### config.mk
export PLATFORM = sky130hd
export DESIGN_NAME = alu_pipe_core
export DESIGN_NICKNAME = d
export VERILOG_FILES = /design/src/rtl/alu_pipe_pkg.sv /design/src/rtl/alu_pipe_core_mul.sv /design/src/rtl/alu_pipe_core.sv
export SDC_FILE = /design/constraint.sdc
export NUM_CORES = 1
export LEC_CHECK = 0
export ABC_AREA = 1
export BUFFER_PORTS_ARGS = -buffer_cell sky130_fd_sc_hd__buf_2
export CAP_MARGIN = 15
export CELL_PAD_IN_SITES_DETAIL_PLACEMENT = 1
export CELL_PAD_IN_SITES_GLOBAL_PLACEMENT = 2
export CORE_MARGIN = 2
export CORE_UTILIZATION = 38
export CTS_CLUSTER_DIAMETER = 50
export CTS_CLUSTER_SIZE = 12
export DETAILED_ROUTE_END_ITERATION = 6
export PLACE_DENSITY_LB_ADDON = 0.1
export SLEW_MARGIN = 5
export SYNTH_ARGS = -nofsm -noshare
export SYNTH_HDL_FRONTEND = slang
export SYNTH_SLANG_ARGS = --single-unit
### constraint.sdc
create_clock -name clk -period 8.64 [get_ports clk]
set_input_delay 0.864 -clock clk [delete_from_list [all_inputs] [get_ports clk]]
set_output_delay 0.864 -clock clk [all_outputs]
set_load 0.02 [all_outputs]
### src/rtl/alu_pipe_pkg.sv
// Shared types, command encodings and decode helpers for alu_pipe_core.
package alu_pipe_pkg;

    localparam int DEF_WIDTH     = 8;
    localparam int DEF_CMD_WIDTH = 4;
    localparam int DEF_TIMEOUT   = 16;
    localparam int DEF_MUL_LAT   = 2;

    typedef enum logic [3:0] {
        A_ADD     = 4'd0,
        A_SUB     = 4'd1,
        A_ADD_CIN = 4'd2,
        A_SUB_CIN = 4'd3,
        A_INC_A   = 4'd4,
        A_DEC_A   = 4'd5,
        A_INC_B   = 4'd6,
        A_DEC_B   = 4'd7,
        A_CMP     = 4'd8,
        A_MUL_INC = 4'd9,
        A_MUL_SHL = 4'd10
    } arith_cmd_e;

    typedef enum logic [3:0] {
        L_AND    = 4'd0,
        L_NAND   = 4'd1,
        L_OR     = 4'd2,
        L_NOR    = 4'd3,
        L_XOR    = 4'd4,
        L_XNOR   = 4'd5,
        L_NOT_A  = 4'd6,
        L_NOT_B  = 4'd7,
        L_SHR1_A = 4'd8,
        L_SHL1_A = 4'd9,
        L_SHR1_B = 4'd10,
        L_SHL1_B = 4'd11,
        L_ROL_AB = 4'd12,
        L_ROR_AB = 4'd13
    } logic_cmd_e;

    typedef logic [1:0] state_e;
    localparam state_e S_IDLE    = 2'd0;
    localparam state_e S_WAIT_OP = 2'd1;
    localparam state_e S_EXEC    = 2'd2;
    localparam state_e S_MUL     = 2'd3;

    function automatic logic is_legal(input logic mode, input logic [3:0] cmd);
        return mode ? (cmd <= 4'd10) : (cmd <= 4'd13);
    endfunction

    function automatic logic is_unary(input logic mode, input logic [3:0] cmd);
        return mode ? (cmd inside {A_INC_A, A_DEC_A, A_INC_B, A_DEC_B})
                    : (cmd inside {L_NOT_A, L_NOT_B, L_SHR1_A, L_SHL1_A, L_SHR1_B, L_SHL1_B});
    endfunction

    // Which operand a unary command consumes (1 = OPB).
    function automatic logic unary_on_b(input logic mode, input logic [3:0] cmd);
        return mode ? (cmd inside {A_INC_B, A_DEC_B})
                    : (cmd inside {L_NOT_B, L_SHR1_B, L_SHL1_B});
    endfunction

    function automatic logic is_mul(input logic mode, input logic [3:0] cmd);
        return mode && (cmd inside {A_MUL_INC, A_MUL_SHL});
    endfunction

endpackage

### src/rtl/alu_pipe_core_mul.sv
// Register-staged multiplier: product formed into stage 1, then delayed to MUL_LAT stages.
module alu_mul_pipe #(
    parameter int WIDTH   = 8,
    parameter int MUL_LAT = 2
) (
    input  logic                 clk,
    input  logic                 rst,
    input  logic                 ce,
    input  logic                 in_vld,
    input  logic [WIDTH:0]       a,
    input  logic [WIDTH:0]       b,
    output logic                 out_vld,
    output logic [2*WIDTH-1:0]   prod
);

    logic [2*WIDTH-1:0]                prod0;
    logic [MUL_LAT:1]                  vld_pipe;
    logic [MUL_LAT:1][2*WIDTH-1:0]     prod_pipe;

    // Operands are WIDTH+1 wide; the product is truncated to the 2*WIDTH result.
    assign prod0 = {{(WIDTH-1){1'b0}}, a} * {{(WIDTH-1){1'b0}}, b};

    always_ff @(posedge clk or posedge rst) begin
        if (rst) begin
            vld_pipe  <= '0;
            prod_pipe <= '0;
        end else if (ce) begin
            vld_pipe[1]  <= in_vld;
            prod_pipe[1] <= prod0;
            for (int i = 2; i <= MUL_LAT; i++) begin
                vld_pipe[i]  <= vld_pipe[i-1];
                prod_pipe[i] <= prod_pipe[i-1];
            end
        end
    end

    assign out_vld = vld_pipe[MUL_LAT];
    assign prod    = prod_pipe[MUL_LAT];

endmodule

### src/rtl/alu_pipe_core.sv
// Pipelined ALU with split-operand capture, timeout and multi-cycle multiply.
// Define ALU_SAT_EN for saturating add/sub/inc/dec instead of wrap-around.
module alu_pipe_core
    import alu_pipe_pkg::*;
#(
    parameter int WIDTH     = DEF_WIDTH,
    parameter int CMD_WIDTH = DEF_CMD_WIDTH,
    parameter int TIMEOUT   = DEF_TIMEOUT,
    parameter int MUL_LAT   = DEF_MUL_LAT
) (
    input  logic                  clk,
    input  logic                  RST,
    input  logic                  CE,
    input  logic [1:0]            INP_VALID,
    input  logic                  MODE,
    input  logic [CMD_WIDTH-1:0]  CMD,
    input  logic [WIDTH-1:0]      OPA,
    input  logic [WIDTH-1:0]      OPB,
    input  logic                  CIN,
    output logic [2*WIDTH-1:0]    RES,
    output logic                  OUT_VALID,
    output logic                  COUT,
    output logic                  OFLOW,
    output logic                  G,
    output logic                  L,
    output logic                  E,
    output logic                  ERR
);

    localparam int CW = (TIMEOUT > 1) ? $clog2(TIMEOUT) : 1;
    localparam int SW = $clog2(WIDTH);
    localparam logic [CW-1:0]  TO_LAST = CW'(TIMEOUT - 1);
    localparam logic [WIDTH:0] ONE     = (WIDTH+1)'(1);

    typedef struct packed {
        logic [2*WIDTH-1:0] res;
        logic               cout;
        logic               oflow;
        logic               g;
        logic               l;
        logic               e;
        logic               err;
    } resp_t;

    localparam resp_t TO_RESP = resp_t'({{(2*WIDTH){1'b0}}, 6'b000001});

    state_e              state;
    logic [CW-1:0]       cnt;
    logic [WIDTH-1:0]    cap_a, cap_b;
    logic [3:0]          cap_cmd;
    logic                cap_hi, cap_mode, cap_cin;
    logic [1:0]          miss;
    resp_t               out_q, alu_r, mul_r;
    logic                out_valid_q;

    // Commands wider than 4 bits are legal only with zero upper bits.
    logic [3:0] in_cmd4;
    logic       in_hi;
    assign in_cmd4 = CMD[3:0];
    if (CMD_WIDTH > 4) begin : g_cmd_hi
        assign in_hi = |CMD[CMD_WIDTH-1:4];
    end else begin : g_cmd_lo
        assign in_hi = 1'b0;
    end

    logic in_legal, in_un, in_need, go_exec, cap_legal, exec_mul;
    assign in_legal  = !in_hi && is_legal(MODE, in_cmd4);
    assign in_un     = is_unary(MODE, in_cmd4);
    assign in_need   = unary_on_b(MODE, in_cmd4) ? INP_VALID[1] : INP_VALID[0];
    assign go_exec   = !in_legal || (INP_VALID == 2'b11) || (in_un && in_need);
    assign cap_legal = !cap_hi && is_legal(cap_mode, cap_cmd);
    assign exec_mul  = cap_legal && is_mul(cap_mode, cap_cmd);

    // Multiplier operand preparation: (A+1)*(B+1) or (A<<1)*B.
    logic [WIDTH:0] mul_a, mul_b;
    logic           mul_vld;
    logic [2*WIDTH-1:0] mul_prod;
    assign mul_a = (cap_cmd == A_MUL_INC) ? ({1'b0, cap_a} + ONE) : {cap_a, 1'b0};
    assign mul_b = (cap_cmd == A_MUL_INC) ? ({1'b0, cap_b} + ONE) : {1'b0, cap_b};

    alu_mul_pipe #(.WIDTH(WIDTH), .MUL_LAT(MUL_LAT)) u_mul (
        .clk     (clk),
        .rst     (RST),
        .ce      (CE),
        .in_vld  ((state == S_EXEC) && exec_mul),
        .a       (mul_a),
        .b       (mul_b),
        .out_vld (mul_vld),
        .prod    (mul_prod)
    );

    always_comb begin
        mul_r     = '0;
        mul_r.res = mul_prod;
    end

    logic [WIDTH:0]     sum;
    logic               add_t, sub_t, rot_bad;
    logic [WIDTH-1:0]   lres;
    logic [2*WIDTH-1:0] dbl;
    logic [SW-1:0]      rot_amt;

    always_comb begin
        alu_r   = '0;
        sum     = '0;
        add_t   = 1'b0;
        sub_t   = 1'b0;
        lres    = '0;
        dbl     = {cap_a, cap_a};
        rot_amt = cap_b[SW-1:0];
        rot_bad = |(cap_b >> SW);
        if (!cap_legal) begin
            alu_r.err = 1'b1;
        end else if (cap_mode) begin
            case (cap_cmd)
                A_ADD:     begin sum = {1'b0, cap_a} + {1'b0, cap_b}; add_t = 1'b1; end
                A_SUB:     begin sum = {1'b0, cap_a} - {1'b0, cap_b}; sub_t = 1'b1; end
                A_ADD_CIN: begin sum = {1'b0, cap_a} + {1'b0, cap_b} + {{WIDTH{1'b0}}, cap_cin}; add_t = 1'b1; end
                A_SUB_CIN: begin sum = {1'b0, cap_a} - {1'b0, cap_b} - {{WIDTH{1'b0}}, cap_cin}; sub_t = 1'b1; end
                A_INC_A:   begin sum = {1'b0, cap_a} + ONE; add_t = 1'b1; end
                A_DEC_A:   begin sum = {1'b0, cap_a} - ONE; sub_t = 1'b1; end
                A_INC_B:   begin sum = {1'b0, cap_b} + ONE; add_t = 1'b1; end
                A_DEC_B:   begin sum = {1'b0, cap_b} - ONE; sub_t = 1'b1; end
                A_CMP: begin
                    alu_r.g = cap_a > cap_b;
                    alu_r.l = cap_a < cap_b;
                    alu_r.e = cap_a == cap_b;
                end
                default: ;
            endcase
            // sum[WIDTH] is carry for adds and borrow for subtracts.
            if (add_t || sub_t) begin
`ifdef ALU_SAT_EN
                if (sum[WIDTH]) begin
                    alu_r.res   = add_t ? {{WIDTH{1'b0}}, {WIDTH{1'b1}}} : '0;
                    alu_r.oflow = 1'b1;
                end else begin
                    alu_r.res   = {{WIDTH{1'b0}}, sum[WIDTH-1:0]};
                end
`else
                alu_r.res   = {{(WIDTH-1){1'b0}}, sum};
                alu_r.cout  = sum[WIDTH];
                alu_r.oflow = sub_t && sum[WIDTH];
`endif
            end
        end else begin
            case (cap_cmd)
                L_AND:    lres = cap_a & cap_b;
                L_NAND:   lres = ~(cap_a & cap_b);
                L_OR:     lres = cap_a | cap_b;
                L_NOR:    lres = ~(cap_a | cap_b);
                L_XOR:    lres = cap_a ^ cap_b;
                L_XNOR:   lres = ~(cap_a ^ cap_b);
                L_NOT_A:  lres = ~cap_a;
                L_NOT_B:  lres = ~cap_b;
                L_SHR1_A: lres = cap_a >> 1;
                L_SHL1_A: lres = cap_a << 1;
                L_SHR1_B: lres = cap_b >> 1;
                L_SHL1_B: lres = cap_b << 1;
                L_ROL_AB: lres = rot_bad ? '0 : WIDTH'((dbl << rot_amt) >> WIDTH);
                L_ROR_AB: lres = rot_bad ? '0 : WIDTH'(dbl >> rot_amt);
                default:  lres = '0;
            endcase
            alu_r.err = (cap_cmd inside {L_ROL_AB, L_ROR_AB}) && rot_bad;
            alu_r.res = {{WIDTH{1'b0}}, lres};
        end
    end

    always_ff @(posedge clk or posedge RST) begin
        if (RST) begin
            state       <= S_IDLE;
            cnt         <= '0;
            cap_a       <= '0;
            cap_b       <= '0;
            cap_cmd     <= '0;
            cap_hi      <= 1'b0;
            cap_mode    <= 1'b0;
            cap_cin     <= 1'b0;
            miss        <= '0;
            out_q       <= '0;
            out_valid_q <= 1'b0;
        end else if (CE) begin
            out_valid_q <= 1'b0;
            case (state)
                S_IDLE: begin
                    if (INP_VALID != 2'b00 && (go_exec || !in_un)) begin
                        cap_a    <= OPA;
                        cap_b    <= OPB;
                        cap_cmd  <= in_cmd4;
                        cap_hi   <= in_hi;
                        cap_mode <= MODE;
                        cap_cin  <= CIN;
                        cnt      <= '0;
                        miss     <= ~INP_VALID;
                        state    <= go_exec ? S_EXEC : S_WAIT_OP;
                    end
                end
                S_WAIT_OP: begin
                    if ((INP_VALID & miss) != 2'b00) begin
                        if (miss[0]) cap_a <= OPA;
                        else         cap_b <= OPB;
                        state <= S_EXEC;
                    end else if (cnt == TO_LAST) begin
                        out_q       <= TO_RESP;
                        out_valid_q <= 1'b1;
                        state       <= S_IDLE;
                    end else begin
                        cnt <= cnt + 1'b1;
                    end
                end
                S_EXEC: begin
                    if (exec_mul) begin
                        state <= S_MUL;
                    end else begin
                        out_q       <= alu_r;
                        out_valid_q <= 1'b1;
                        state       <= S_IDLE;
                    end
                end
                S_MUL: begin
                    if (mul_vld) begin
                        out_q       <= mul_r;
                        out_valid_q <= 1'b1;
                        state       <= S_IDLE;
                    end
                end
                default: state <= S_IDLE;
            endcase
        end
    end

    assign RES       = out_q.res;
    assign COUT      = out_q.cout;
    assign OFLOW     = out_q.oflow;
    assign G         = out_q.g;
    assign L         = out_q.l;
    assign E         = out_q.e;
    assign ERR       = out_q.err;
    assign OUT_VALID = out_valid_q;

endmodule

Word level (Yosys, flattened, before mapping)
Index checks and enable logic that the tools add are counted.
Widths: inputs -> output; s select.
{"block": "classes", "addsub": 9, "n_mul": 1, "n_lt_le_gt_ge": 6, "n_eq_ne": 37, "shift": 2, "n_mux": 55, "n_bitwise": 10, "n_reduce_logical": 34}
{"cell": "$pmux 8 s14", "n": 1}
{"cell": "$mux 22", "n": 4}
{"cell": "$pmux 9 s8", "n": 1}
{"cell": "$pmux 22 s3", "n": 1}
{"cell": "$mux 8", "n": 8}
{"cell": "$eq 4x4->1 const B", "n": 11}
{"cell": "$not 8->8", "n": 5}
{"cell": "$mux 9", "n": 4}
{"cell": "$eq 4x3->1 const B", "n": 8}
{"cell": "$pmux 8 s2", "n": 2}
{"cell": "$mux 21", "n": 1}
{"cell": "$add 8x1->9 const B", "n": 2}
{"cell": "$sub 8x1->9 const B", "n": 2}
{"cell": "$mux 1", "n": 17}
{"cell": "$le 4x4->1 const B", "n": 4}
{"cell": "$mul 9x9->16", "n": 1}
{"cell": "$mux 16", "n": 1}
{"cell": "$ne 2x2->1 const B", "n": 8}
{"cell": "$shl 16x3->16", "n": 1}
{"cell": "$shr 16x3->8", "n": 1}
{"cell": "$reduce_and 5->1", "n": 3}
{"cell": "$mux 2", "n": 6}
{"cell": "$mux 4", "n": 3}
{"cell": "$reduce_bool 2->1", "n": 6}
{"cell": "other kinds (38)", "n": 53}
{"block": "word_totals", "ff_bits": 87, "input_bits": 27, "out_inout_bits": 23, "elab_cells": 173}

Depth between registers and ports, before layout
Gate-level depths: netlist of run 1.
{"block": "logic_depth", "ltp_word": 11, "ltp_mapped": 29, "depth_no_buf": 28}

By module
Synthesis of run 1 repeated with hierarchy kept, for this count alone.
{"block": "unflattened", "cells_unflattened": 1634, "hier_area_um2": 10367.4}
{"mod": "alu_pipe_core", "n_inst": 1, "cells_each": 1081, "area_per_inst_um2": 6282.3, "seq_area_each_um2": 1326.3}
{"mod": "alu_mul_pipe", "n_inst": 1, "cells_each": 553, "area_per_inst_um2": 4085.2, "seq_area_each_um2": 850.8}

Worst setup path before layout of run 1
OpenSTA, ideal clock, no wires.
{"block": "synth_timing", "kind": "register to register", "from": "register cap_cmd[3]", "to": "register u_mul.prod_pipe[12] in the netlist's numbering", "setup_ns": 0.134, "arrival_time_ns": 4.955, "required_time_ns": 8.506, "path_slack_ns": 3.551, "stages_incl_launch_ff": 27, "path_buffers": 3, "period_less_slack_ns": 5.089, "path_cell_list": "dfrtp_1 buf_4 nand2_1 inv_1 nand2_1 buf_2 buf_2 nor2_1 a21oi_1 nor2_1 fa_1 inv_1 fa_1 inv_1 fa_1 inv_1 fa_1 inv_1 ha_1 nand2_1 o21ai_0 a21oi_1 inv_1 a21oi_1 o21ai_0 xor2_1 o21ai_0"}
{"block": "synth_between", "elab_chain_cells": 3, "word_cells_on_any_way": 4, "cone_classes": "1 x mul; 1 x eq/ne; 2 x mux"}
{"item": "start, declared", "line": "alu_pipe_core.sv:50", "text": "logic [3:0] cap_cmd;"}
{"item": "start signal, assigned", "line": "alu_pipe_core.sv:189", "text": "cap_cmd <= in_cmd4;"}
{"item": "$eq 4x4->1 *", "line": "alu_pipe_core.sv:78, alu_pipe_core.sv:79"}
{"item": "$mux 9 (on tied branches)", "line": "alu_pipe_core.sv:78, alu_pipe_core.sv:79"}
{"item": "$mul 9x9->16 *", "line": "alu_pipe_core_mul.sv:21", "text": "assign prod0 = {{(WIDTH-1){1'b0}}, a} * {{(WIDTH-1){1'b0}}, b};"}
{"item": "end signal, assigned by index", "line": "alu_pipe_core_mul.sv:32", "text": "prod_pipe[i] <= prod_pipe[i-1];"}
{"item": "end, declared", "line": "alu_pipe_core_mul.sv:18", "text": "logic [MUL_LAT:1][2*WIDTH-1:0] prod_pipe;"}
Mark *: on every way between the ends. The rest lies on a longest branch, timed or not.
A chain may end at the register's enable or synchronous reset.

Final worst setup path of run 1
{"block": "layout_timing", "from": "register cap_b[0]", "to": "register u_mul.prod_pipe[12] in the netlist's numbering"}
{"block": "layout_between", "elab_chain_cells": 3}
{"item": "start, declared", "line": "alu_pipe_core.sv:49", "text": "logic [WIDTH-1:0] cap_a, cap_b;"}
{"item": "start signal, assigned", "line": "alu_pipe_core.sv:174", "text": "cap_b <= '0;"}
{"item": "start signal, assigned", "line": "alu_pipe_core.sv:188", "text": "cap_b <= OPB;"}
{"item": "start signal, assigned", "line": "alu_pipe_core.sv:201", "text": "else cap_b <= OPB;"}
{"item": "$add 8x1->9", "line": "alu_pipe_core.sv:79", "text": "assign mul_b = (cap_cmd == A_MUL_INC) ? ({1'b0, cap_b} + ONE) : {1'b0, cap_b};"}
{"item": "$mux 9 *", "line": "alu_pipe_core.sv:79"}
{"item": "$mul 9x9->16 *", "line": "alu_pipe_core_mul.sv:21"}
Marks and branches as above.

==> results of run 1 <==
layout make-up:
cell class | count | share of cell area
sequential | 87 | 0.2057
clock inverter | 7 | 0.01005
timing repair buffer | 52 | 0.02530
clock buffer | 9 | 0.02128
tap | 330 | 0.03902
inverter | 231 | 0.08205
multi-input combinational | 1144 | 0.6166
path summary, 6_finish.rpt:
path | to | startpoint | cells past startpoint | slack [ps]
min reg2reg | u_mul.prod_pipe[2] | u_mul.prod_pipe[2] | 2 | 470
max reg2reg | u_mul.prod_pipe[12] | cap_b[0] | 24 | 2350
min | u_mul.prod_pipe[2] | u_mul.prod_pipe[2] | 2 | 470
max in group asynchronous | cap_b[2] | RST | 3 | 6910
min in group asynchronous | cnt[2] | RST | 2 | 490
max | u_mul.prod_pipe[12] | cap_b[0] | 24 | 2350
logic make-up (layout without fill, tap and decap cells):
kind of cell / after synthesis / after routing / share of synthesized area
compound gates: 224 / 224 / 0.1310
buf+inv: 275 / 299 / 0.1100
simple gates: 787 / 787 / 0.3341
xor+xnor: 18 / 18 / 0.01612
fa+ha+maj: 114 / 114 / 0.1850
mux: 1 / 1 / 0.001024
flops: 87 / 87 / 0.2226
synth_stat cells, drive strengths merged:
cell / n
a211o: 1
a211oi: 5
a21o: 2
a21oi: 49
a221oi: 1
a22oi: 1
a31oi: 3
a32o: 1
a41oi: 1
and2: 2
buf: 28
clkbuf: 16
clkinv: 3
dfrtp: 87
fa: 51
ha: 63
inv: 228
mux2i: 1
nand2: 493
nand3: 113
nand3b: 3
nand4: 15
nor2: 140
nor3: 12
nor4: 3
o2111ai: 5
o211ai: 10
o21a: 7
o21ai: 110
o221ai: 1
o22ai: 23
o31ai: 4
or2: 6
xnor2: 5
xor2: 13
tightest hold or removal path, cell delays in order (launching register included):
cell and delay [ps]:
dfrtp_1 340, nand2_1 50, nand2_1 40
per-layer routing:
| metal | share of wire | vias up | GRT usage |
|---|---|---|---|
| met2 | 0.44 | 298 | 0.4595 |
| met1 | 0.47 | 4926 | 0.4133 |
| li1 | - | 4826 | - |
| met3 | 0.068 | 53 | 0.06027 |
| met5 | 0 | - | 0 |
| met4 | 0.025 | 0 | 0.08340 |
stage by stage:
step                        util  hold slack, ps  power, uW
final                     0.4190           471.9       4975
after global placement    0.4059           453.5       4392
after detailed placement  0.4059           458.5       4486
after global routing      0.4190           500.5       5559
after CTS                 0.4190           476.0       4968
after floorplan                -           442.2       3344
flip-flops by register name (all words and copies together), names as in the netlist, 4 cells and up:
signal,count
RES,16
cap_a,8
cap_b,8
cap_cmd,4
cnt,4
u_mul.prod,16
u_mul.prod_pipe,16
power by group through the flow:
stage	registers, uW	logic [uW]	clock network (uW)
2_1_floorplan	708	2640	0
3_3_place_gp	796	3600	0
3_5_place_dp	808	3680	0
4_1_cts	800	3700	465
5_1_grt	832	4250	477
6_report	807	3710	456
layout by cell type (no fill, tap or decap), types with 5 or more instances in the layout:
master	count
xnor2_1	5
nand4_1	13
ha_1	63
buf_2	49
a211oi_1	5
inv_1	214
a21oi_1	49
nor3_1	11
nor2_1	131
xor2_1	13
o21ai_1	19
o211ai_1	9
fa_1	51
clkbuf_16	9
o21ai_0	88
inv_2	13
o2111ai_1	5
nor2_2	6
o21a_1	7
dfrtp_1	87
nand2_1	487
nand3_1	113
o22ai_1	23
==> flow_summary.ini, run 1 <==
[setup_path]
end_kind = flop
critPathKind = flop to flop
critical-path-max-stage-delay_ps = 940
cpMostUsedCell = inv_1
crit_arrival_ps = 6510
required_ps = 8850
critPathMaxFanout = 30
crit_buf_inv = 5
critPathTopFamily = adder cells
worst_path_max_delay_cell = dfrtp_1
worstPathCellList = ha_1, nand2_1, nor2_4, xor2_1, nand2_1, o21ai_1, nor2_1, fa_1, inv_1, fa_1, inv_1, fa_1, inv_1, fa_1, inv_1, ha_1, nand2_1, o21ai_0, a21oi_1, inv_1, a21oi_1, o21ai_0, xor2_1, o21ai_0
cp-start-kind = flop

[power_and_ir_drop]
netSwitchingFraction = 0.6058
clkPwrFrac = 0.092
intPower_uw = 1961
irDropWorstVdd_uv = 383.9
power_frac_comb = 0.746
powerDensity_nw_per_um2 = 470.1
p_switching_uw = 3014
leakage_uw = 0.005630
seq_power_share = 0.162

[synthesis]
yosysTopAreaCell = dfrtp_1
synth_top_cell_area_share = 0.2226
synth_cell_types = 50
synth_fp_nets = 1647
synth-seq-area-share = 0.2226
synth_seq_cells = 87
avgSynthCellArea_um2 = 6.493
ys_warn_count = 0
synthesis.area_um2 = 9778
synthTopCellsByArea = dfrtp_1, nand2_1, fa_1
syn_inst = 1506

[sta]
final.setup.tns_ps = 0
worst_slew_pin_slew_ps = 905.5
setup_slack_ps = 2346
finalHoldViolations = 0
rsz0062_at_grt = no
setup_viol = 0
period_share = 0.7284
slew_violations = 0
relSlewSlack = 0.3963
min_period_ps = 6294
clock.fmax_mhz = 158.9
clock_skew_ps = 12.84

[hold_path]
hold_path_class = flop to flop

[final_layout]
final_layout_size_suffix_gt1_frac = 0.07059
area_growth_pct = 8.227
instances_no_fill = 1860
diodes = 0
final_nets = 1666
design_area_um2 = 10580
area.sequential_um2 = 2177
fill_cells = 3392
multi_input_comb_area_um2 = 6525

[cts]
clk_pin_slew_ps = 80
cts_setup_buffers = 0
clockBufferDepth = 2
cts_inserted_buffers = 9
insertion_delay_ps = 360
cts_tree = built
ctsResizeCount = 0
htree_levels = 3
root_buffer = clkbuf_16
cts_hold_repair.buffers = 0
clock_sinks = 87

[grt]
grt_overflow = 0
grtUsageTotal = 0.2945
antenna_found_initial = 0
grt_pass1_wl_um = 60120
grt_max_degree = 64
grt_pass1_vias = 10310

[floorplanning]
die_h_um = 164.4
floorplan.initialDensity = 0.3872
core-area_um2 = 25250
rows = 58
io_pins = 50
dieArea_um2 = 27030
die-width_um = 164.4

[route]
wl_um = 38370
drt_iter0_markers = 967
antenna_left = 0
num_vias = 10100
wl_per_cell_um = 20.63
drc = 0
dr.pass1.iters = 5
viasPerCell = 5.432

[place]
routabilityCongestion = 0.9954
port_buffers = 49
post_dp_cell_area_um2 = 10250
dpl.hpwl_um = 30480
post-place-ws_ps = 2373
post-place-cells = 1844

[outcome]
status = finished, final reports clean

[job]
max-cap-violations = 0
Power figures use the tool's default switching activity.
==> run 2: changes to the inputs <==
--- a/config.mk
+++ b/config.mk
@@ -11,7 +11,7 @@
 export CELL_PAD_IN_SITES_DETAIL_PLACEMENT = 1
 export CELL_PAD_IN_SITES_GLOBAL_PLACEMENT = 2
 export CORE_MARGIN = 2
-export CORE_UTILIZATION = 38
+export CORE_UTILIZATION = 35
 export CTS_CLUSTER_DIAMETER = 50
 export CTS_CLUSTER_SIZE = 12
 export DETAILED_ROUTE_END_ITERATION = 6
==> constraint.sdc (replaced) <==
create_clock -name clk -period 6.1 [get_ports clk]
set_input_delay 0.61 -clock clk [delete_from_list [all_inputs] [get_ports clk]]
set_output_delay 0.61 -clock clk [all_outputs]
set_load 0.02 [all_outputs]
==> run 2 against run 1 <==
Compared with the run above: critical path depth unchanged; total power up 42%; sequential share of layout area down 0.43 points; sequential cell count unchanged; non-clock buffer count up 25; via count down 0.62%; critical path type unchanged; critical endpoint is now u_mul.prod_pipe[13].
==> flow_summary.ini, run 2 (same netlist as run 1, synthesis figures left out) <==
[sta]
rsz0062_at_grt = no
final.setup.tns_ps = 0
relSlewSlack = 0.2810
min_period_ps = 5636
setup_viol = 0
period_share = 0.9239
worst_slew_pin_slew_ps = 1078
clock.fmax_mhz = 177.4
finalHoldViolations = 0
slew_violations = 0
clock_skew_ps = 13.16

[grt]
antenna_found_initial = 0
grt_max_degree = 79
grtUsageTotal = 0.2726
grt_pass1_wl_um = 59970
grt_pass1_vias = 10350
grt_overflow = 0

[floorplanning]
dieArea_um2 = 29290
die-width_um = 171.1
floorplan.initialDensity = 0.3539
rows = 61
io_pins = 50
die_h_um = 171.1
core-area_um2 = 27630

[setup_path]
critPathTopFamily = adder cells
critical-path-max-stage-delay_ps = 610
critPathKind = flop to flop
worstPathCellList = ha_1, nand3_1, xor2_1, nor2_1, a21oi_1, buf_4, nor2_1, fa_1, inv_1, fa_1, inv_1, fa_1, inv_1, fa_1, inv_1, ha_1, a21oi_1, o21ai_0, a21o_1, nand2_1, nand2_1, a21oi_1, xor2_1, o21ai_0
crit_arrival_ps = 5850
crit_buf_inv = 5
critPathMaxFanout = 10
critical_path_depth = 24
rr_worst_depth = 24
end_kind = flop
required_ps = 6310
worst_path_max_delay_cell = dfrtp_1
cp-start-kind = flop

[cts]
clock_sinks = 87
clockBufferDepth = 2
cts_inserted_buffers = 9
cts_tree = built
root_buffer = clkbuf_16
htree_levels = 3
clk_pin_slew_ps = 80
insertion_delay_ps = 370
cts_setup_buffers = 0

[place]
post_dp_cell_area_um2 = 10500
dpl.hpwl_um = 30910
routabilityCongestion = 0.9815
port_buffers = 49

[outcome]
status = finished, final reports clean

[route]
antenna_left = 0
drc = 0
wl_um = 38400
num_vias = 10040
wl_per_cell_um = 19.86
viasPerCell = 5.194
dr.pass1.iters = 5
drt_iter0_markers = 583

[power_and_ir_drop]
clkPwrFrac = 0.082
p_switching_uw = 4289
powerDensity_nw_per_um2 = 655.9
intPower_uw = 2799
power_frac_comb = 0.769
seq_power_share = 0.149
leakage_uw = 0.005733
netSwitchingFraction = 0.6051
irDropWorstVdd_uv = 468.1

[final_layout]
layout_common_cells = nand2_1, inv_1, nor2_1, nand3_1
final_common_cell = nand2_1
design_area_um2 = 10810
diodes = 0
fill_cells = 3686
area_growth_pct = 10.53
final_layout_size_suffix_gt1_frac = 0.08746
final_nets = 1691

[job]
max-cap-violations = 0

[hold_path]
hold_path_class = primary input to async pin
==> run 2: cell types whose count changed in the layout (fill, tap and decap cells not counted), moves of 2 or more <==
cell       previous run  this run
bufinv_16             2         0
buf_4                 3        28
a21oi_2               0         2
a21oi_1              49        47
==> run 2: power groups by stage <==
stage                     Clock [uW]  Sequential [uW]  Combinational (uW)
final                            582             1060                5450
after global routing             617             1090                6230
after CTS                        593             1050                5480
after detailed placement           0             1060                5420
after global placement             0             1050                5360
after floorplan                    0             1000                3730
==> run 2: cell type report <==
cell class                      count  area, um^2  area share
Clock buffer                        9       225.2     0.02084
Clock inverter                      7       72.57    0.006714
Inverter                          231       868.3     0.08034
Multi-Input combinational cell   1144        6536      0.6048
Sequential cell                    87        2177      0.2014
Tap cell                          378       473.0     0.04376
Timing Repair Buffer               77       455.4     0.04214
==> run 2: metrics by stage <==
stage,hold slack (ps),utilization,setup slack [ps],std cells,total power (uW)
after floorplan,442.2,-,1011,1506,4737
after global placement,454.1,0.3800,445.5,1917,6406
after detailed placement,459.1,0.3800,363.3,1917,6486
after CTS,115.0,0.3908,306.5,1933,7124
after global routing,125.8,0.3912,6.639,1933,7938
final,114.7,0.3912,464.0,1933,7089
==> run 2: routing by layer <==
layer  track usage  up-vias  part of all wire
met5             0        -                 0
met4       0.08622        0             0.030
met3       0.04557       58             0.048
met2        0.4336      242              0.44
met1        0.3773     4870              0.48
li1              -     4870                 -
==> run 2: repair_timing <==
item | in CTS | in global routing
hold endpoints to repair | 0 | 0
hold buffers | 0 | 0
endpoints found under the setup margin | 0 | 3
gates resized for setup | 0 | 4
==> run 2: worst paths after layout <==
check / start / end / slack, ps
max in group asynchronous: RST / cap_b[3] / 4690
min in group clk: OPB[2] / cap_b[2] / 470
worst min register to register: u_mul.prod[0] / u_mul.prod[0] / 470
worst min-delay path: RST / RES[8] / 110
worst max-delay path: cap_a[0] / u_mul.prod_pipe[13] / 460
worst max register to register: cap_a[0] / u_mul.prod_pipe[13] / 460
